## src/rtl/des_pkg.sv

```systemverilog
// rtl/des_pkg.sv - DES key-schedule tables, FSM states and C/D helpers
package des_pkg;

    typedef enum logic {ST_IDLE, ST_RUN} state_e;

    // Entries are DES bit positions (1 = MSB) of the 64-bit key
    localparam int PC1 [56] = '{
        57, 49, 41, 33, 25, 17,  9,
         1, 58, 50, 42, 34, 26, 18,
        10,  2, 59, 51, 43, 35, 27,
        19, 11,  3, 60, 52, 44, 36,
        63, 55, 47, 39, 31, 23, 15,
         7, 62, 54, 46, 38, 30, 22,
        14,  6, 61, 53, 45, 37, 29,
        21, 13,  5, 28, 20, 12,  4
    };

    // Entries are positions (1 = MSB) within the 56-bit C||D word
    localparam int PC2 [48] = '{
        14, 17, 11, 24,  1,  5,
         3, 28, 15,  6, 21, 10,
        23, 19, 12,  4, 26,  8,
        16,  7, 27, 20, 13,  2,
        41, 52, 31, 37, 47, 55,
        30, 40, 51, 45, 33, 48,
        44, 49, 39, 56, 34, 53,
        46, 42, 50, 36, 29, 32
    };

    // SHIFT[r-1] is the left-rotate amount that produces round r's C/D
    localparam logic [1:0] SHIFT [16] = '{
        2'd1, 2'd1, 2'd2, 2'd2, 2'd2, 2'd2, 2'd2, 2'd2,
        2'd1, 2'd2, 2'd2, 2'd2, 2'd2, 2'd2, 2'd2, 2'd1
    };

    function automatic logic [55:0] pc1(input logic [63:0] k);
        logic [55:0] o;
        o = '0;
        for (int j = 0; j < 56; j++) begin
            o[55-j] = k[64-PC1[j]];
        end
        return o;
    endfunction

    function automatic logic [27:0] rot28(input logic [27:0] x, input logic [1:0] s,
                                          input logic right);
        logic [27:0] r;
        case ({right, s})
            3'b001:  r = {x[26:0], x[27]};
            3'b010:  r = {x[25:0], x[27:26]};
            3'b101:  r = {x[0], x[27:1]};
            3'b110:  r = {x[1:0], x[27:2]};
            default: r = x;
        endcase
        return r;
    endfunction

    function automatic logic [55:0] rot_cd(input logic [55:0] cd, input logic [1:0] s,
                                           input logic right);
        return {rot28(cd[55:28], s, right), rot28(cd[27:0], s, right)};
    endfunction

endpackage

```

## src/rtl/des_pc2.sv

```systemverilog
// rtl/des_pc2.sv - combinational PC-2 selection of a 48-bit subkey from C||D
module des_pc2
    import des_pkg::*;
(
    input  logic [55:0] cd_i,
    output logic [47:0] subkey_o
);

    always_comb begin
        subkey_o = '0;
        for (int j = 0; j < 48; j++) begin
            subkey_o[47-j] = cd_i[56-PC2[j]];
        end
    end

endmodule

```

## src/rtl/des_key_schedule.sv

```systemverilog
// rtl/des_key_schedule.sv - streams the 16 DES round subkeys with valid/ready handshake
module des_key_schedule
    import des_pkg::*;
(
    input  logic        clk,
    input  logic        rst,
    input  logic        start,
    input  logic [63:0] key,
    input  logic        decrypt,
    input  logic        subkey_ready,
    output logic [47:0] subkey,
    output logic        subkey_valid,
    output logic [3:0]  round,
    output logic        busy,
    output logic        done
);

    state_e      state_q;
    logic [55:0] cd_q, cd_d, cd_load;
    logic [47:0] subkey_q, pc2_out;
    logic [4:0]  rnd_q;
    logic        dec_q, valid_q, busy_q, done_q;
    logic        load, accept, last;
    logic [3:0]  enc_idx, dec_idx;

    assign enc_idx = rnd_q[3:0];
    assign dec_idx = 4'(rnd_q - 5'd1);

    always_comb begin
        cd_load = pc1(key);
        load    = (state_q == ST_IDLE) && start;
        accept  = (state_q == ST_RUN) && valid_q && subkey_ready;
        last    = dec_q ? (rnd_q == 5'd1) : (rnd_q == 5'd16);
        cd_d    = cd_q;
        if (load) begin
            cd_d = decrypt ? cd_load : rot_cd(cd_load, 2'd1, 1'b0);
        end else if (accept) begin
            // Encrypt finishes at C16 = C0 already; decrypt needs its last right-rotate
            if (dec_q) begin
                cd_d = rot_cd(cd_q, SHIFT[dec_idx], 1'b1);
            end else if (!last) begin
                cd_d = rot_cd(cd_q, SHIFT[enc_idx], 1'b0);
            end
        end
    end

    des_pc2 u_pc2 (
        .cd_i     (cd_d),
        .subkey_o (pc2_out)
    );

    always_ff @(posedge clk or posedge rst) begin
        if (rst) begin
            state_q  <= ST_IDLE;
            cd_q     <= '0;
            subkey_q <= '0;
            rnd_q    <= '0;
            dec_q    <= 1'b0;
            valid_q  <= 1'b0;
            busy_q   <= 1'b0;
            done_q   <= 1'b0;
        end else begin
            done_q <= 1'b0;
            cd_q   <= cd_d;
            case (state_q)
                ST_IDLE: begin
                    if (start) begin
                        state_q  <= ST_RUN;
                        dec_q    <= decrypt;
                        rnd_q    <= decrypt ? 5'd16 : 5'd1;
                        valid_q  <= 1'b1;
                        busy_q   <= 1'b1;
                        subkey_q <= pc2_out;
                    end
                end
                ST_RUN: begin
                    if (accept) begin
                        if (last) begin
                            state_q  <= ST_IDLE;
                            valid_q  <= 1'b0;
                            busy_q   <= 1'b0;
                            done_q   <= 1'b1;
                            rnd_q    <= '0;
                            subkey_q <= '0;
                        end else begin
                            rnd_q    <= dec_q ? rnd_q - 5'd1 : rnd_q + 5'd1;
                            subkey_q <= pc2_out;
                        end
                    end
                end
                default: state_q <= ST_IDLE;
            endcase
        end
    end

    // Round 16 is presented as 4'd0 on the 4-bit port; subkey_valid qualifies it
    assign subkey       = subkey_q;
    assign subkey_valid = valid_q;
    assign round        = rnd_q[3:0];
    assign busy         = busy_q;
    assign done         = done_q;

endmodule

```

## config.mk

```make
export PLATFORM = sky130hd
export DESIGN_NAME = des_key_schedule
export DESIGN_NICKNAME = d
export VERILOG_FILES = /design/src/rtl/des_pkg.sv /design/src/rtl/des_pc2.sv /design/src/rtl/des_key_schedule.sv
export SDC_FILE = /design/constraint.sdc
export NUM_CORES = 1
export LEC_CHECK = 0
export BUFFER_PORTS_ARGS = -buffer_cell sky130_fd_sc_hd__buf_2
export CAP_MARGIN = 20
export CORE_MARGIN = 2
export CORE_UTILIZATION = 35
export CTS_BUF_LIST = sky130_fd_sc_hd__clkbuf_16
export DETAILED_ROUTE_END_ITERATION = 16
export GPL_TIMING_DRIVEN = 0
export PLACE_DENSITY = 0.63
export REMOVE_ABC_BUFFERS = 1
export SYNTH_ARGS = -nofsm -noshare
export SYNTH_HDL_FRONTEND = slang
export SYNTH_SLANG_ARGS = --single-unit
export TNS_END_PERCENT = 100
```

## constraint.sdc

```tcl
create_clock -name clk -period 4 [get_ports clk]
set_input_delay 0.8 -clock clk [delete_from_list [all_inputs] [get_ports clk]]
set_output_delay 0.8 -clock clk [all_outputs]
set_load 0.005 [all_outputs]
```

==> impl_metrics.tcl <==
set metrics [dict create \
    outcome "completed" \
    synth-adder-area-share_pct 0.6639 \
    muxShareOfSynthArea_pct 24.10 \
    crit_path_max_incr_delay_ns 0.79 \
    maxSlewViolCount 0 \
    place_hpwl_um 15800 \
    vias_per_cell 5.924 \
    synth_seq_cells 113 \
    cts_tree "done" \
    hold_ws_ns 0.4471 \
    num_rows 53 \
    final_core_util_pct 42.36 \
    ys_types 51 \
    antenna_found_initial 2 \
    post-route-period-util_pct 84.76 \
    overflow 0 \
    grt_usage_pct 21.44 \
    grt_pass1_vias 6785 \
    setup_violations 0 \
    finalWirelength_um 23730 \
    clk-insertion-delay-late_ns 0.43 \
    syn-cell-area_um2 7538 \
    cts_hold_buf 0 \
    area_delta_synth_final_pct 18.49 \
    drcViolationCount 0 \
    path_clk_slew_ns 0.05 \
    synthCells 751 \
    pin_count 124 \
    synth_edf_count 0 \
    post_cts_buffers 0 \
    drt_iter0_drc 437 \
    die_h_um 150.8 \
    root_buffer "clkbuf_16" \
    critPathCaptureType "flop" \
    setup-tns-final_ns 0 \
    synth.avg_cell_area_um2 10.04 \
    grt_start_max_net_pins 59 \
    leakagePower_nw 4.384 \
    fin_nets 899 \
    drt_pass1_iterations 5 \
    synth_flop_cell "dfrtp_1" \
    critPathBufInv 3 \
    io_buffers 115 \
    dieArea_um2 22730 \
    rsz0062_at_grt "false" \
    timing.fmax_mhz 295.0 \
    crit_type "reg -> reg" \
    core-area_um2 21090 \
    vdd_drop_max_mv 0.4727 \
    synth_xor_xnor_area_share_pct 0.1162 \
    fin_cells 1116 \
    yosys.area_share.simple_pct 7.568 \
    async_flop_share_pct 100.0 \
    initial_core_util_pct 35.75 \
    cts_made_buffers 17 \
    maxCapViolations 0 \
    min_path_type "in -> async" \
    final_layout_size_suffix_gt1_share_pct 23.51 \
    power_density_nw_per_um2 921.8 \
    grt_pass1_wl_um 37730 \
    htreeDepth 4 \
    cp_cell_sequence "inv_1 -> ha_1 -> and3b_1 -> o21ai_4 -> buf_12 -> nand2_2 -> buf_16 -> o22ai_1 -> a221o_1" \
    synth_compound_area_share_pct 24.51 \
    start_kind "flop" \
    dp_cells 1080 \
    synth_top_family_by_area "compound AO/OA/AOI/OAI gates" \
    worstPathRequired_ns 4.35 \
    worst_pin_slew_ns 0.9846 \
    cts_max_path_buffers 2 \
    worstPathArrival_ns 3.74 \
    finalCriticalPeriod_ns 3.390 \
    yosysWarnings 0 \
    hold_viol_final 0 \
    routabilityCongestion 0.7777 \
    vias 6611 \
    drtAntennaViolNets 0 \
    yosysSeqAreaShare_pct 37.51 \
    maxSlewHeadroom_pct 34.11 \
    crit_family "compound AO/OA/AOI/OAI gates" \
    cts.sinks 113 \
    die_w_um 150.8 \
    p_total_mw 8.234 \
    finClkSkew_ns 0.01067 \
    critical-path-slowest-cell "o21ai_4" \
    wl_per_cell_um 21.26 \
    cts-resized-gates 0 \
    worstPathMaxFanout 34 \
]
==> area by class of cell <==
cell class | instances | area [um2]
fillers | 2081 | 12160
multi-input cells | 559 | 4340
flip-flops and latches | 113 | 2828
repair buffers | 130 | 878.3
clock buffers | 17 | 425.4
well taps | 275 | 344.1
clock inverters | 14 | 85.08
inverters | 5 | 23.77
diodes | 3 | 7.507
==> cell usage in the layout (no fill, tap or decap), drive strengths merged, types with 17 or more instances in the layout <==
cell      n
dfrtp   113
mux2     36
clkbuf   17
o221ai   24
mux2i   141
a21o     20
o21ai    46
nand2    26
buf     130
a221o    30
o22ai    20
a21oi    63
nor2     47
==> cells by family (layout without fill, tap and decap cells) <==
kind of cell             Yosys count  after routing
adder cells (fa/ha/maj)            4              4
AND/OR/NAND/NOR                  117            117
AO/OA/AOI/OAI                    260            260
buffers and inverters             79            166
other                              0              3
XOR/XNOR                           1              1
flip-flops                       113            113
multiplexers                     177            177
==> per-stage QoR <==
step | instance area (um2) | setup WS (ns)
final | 8932 | 0.6098
after floorplan | 7141 | -1.945
after CTS | 8890 | 0.5203
after global placement | 8060 | -4.437
after detailed placement | 8379 | 0.5371
after global routing | 8927 | 0.3704
==> cell usage after synthesis (6+ instances only) <==
cell	number	area [um2]
mux2i_1	141	1411
dfrtp_1	113	2828
a21oi_1	62	310.3
nor2_1	46	172.7
o21ai_0	44	220.2
a221o_1	30	300.3
clkbuf_1	29	108.9
mux2_2	28	315.3
nand2_1	26	97.59
o221ai_1	24	210.2
buf_2	21	105.1
a21o_1	20	150.1
o22ai_1	20	125.1
and3_1	13	81.33
a2111o_1	12	135.1
buf_4	12	90.09
a211o_1	9	78.83
a221oi_1	9	78.83
mux2_1	8	90.09
a31oi_1	7	43.79
buf_1	7	26.28
nand3_1	7	35.03
and2_1	6	37.54
o32a_1	6	60.06
==> path summary, 6_finish.rpt <==
| kind | to | from | cells past startpoint | slack (ns) |
|---|---|---|---|---|
| worst max-delay path | cd_q[32] | rnd_q[0] | 9 | 0.61 |
| worst min-delay path | subkey[24] | rst | 2 | 0.45 |
| worst max register to register | cd_q[32] | rnd_q[0] | 9 | 0.61 |
| worst min register to register | subkey[0] | subkey[0] | 2 | 0.50 |
| max in group asynchronous | cd_q[8] | rst | 3 | 2.84 |
| min in group clk | subkey[0] | subkey[0] | 2 | 0.50 |
==> flip-flops by register name, indices dropped and copies added, names as in the netlist <==
signal and count:
busy 1, cd_q 56, dec_q 1, done 1
rnd_q 5, state_q 1, subkey 48
==> worst register-to-register path, cell delays in order (launching register included) <==
cell	delay (ns)
dfrtp_1	0.49
inv_1	0.15
ha_1	0.25
and3b_1	0.22
o21ai_4	0.79
buf_12	0.29
nand2_2	0.37
buf_16	0.32
o22ai_1	0.29
a221o_1	0.17
==> metal layers <==
layer / GRT usage [%] / part of all wire (%)
met4: 6.402 / 1.4
met3: 5.030 / 6.2
met1: 29.14 / 45
met2: 33.98 / 47
met5: 0 / 0
==> where the power goes <==
group | total [mW] | internal (mW) | switching (mW) | leakage [nW]
Clock | 1.36 | 0.823 | 0.536 | 0.271
Combinational | 4.68 | 2.16 | 2.52 | 2.68
Sequential | 2.20 | 1.64 | 0.552 | 1.44
Total | 8.23 | 4.63 | 3.61 | 4.38
No activity file was read; power rests on OpenSTA's default activity.
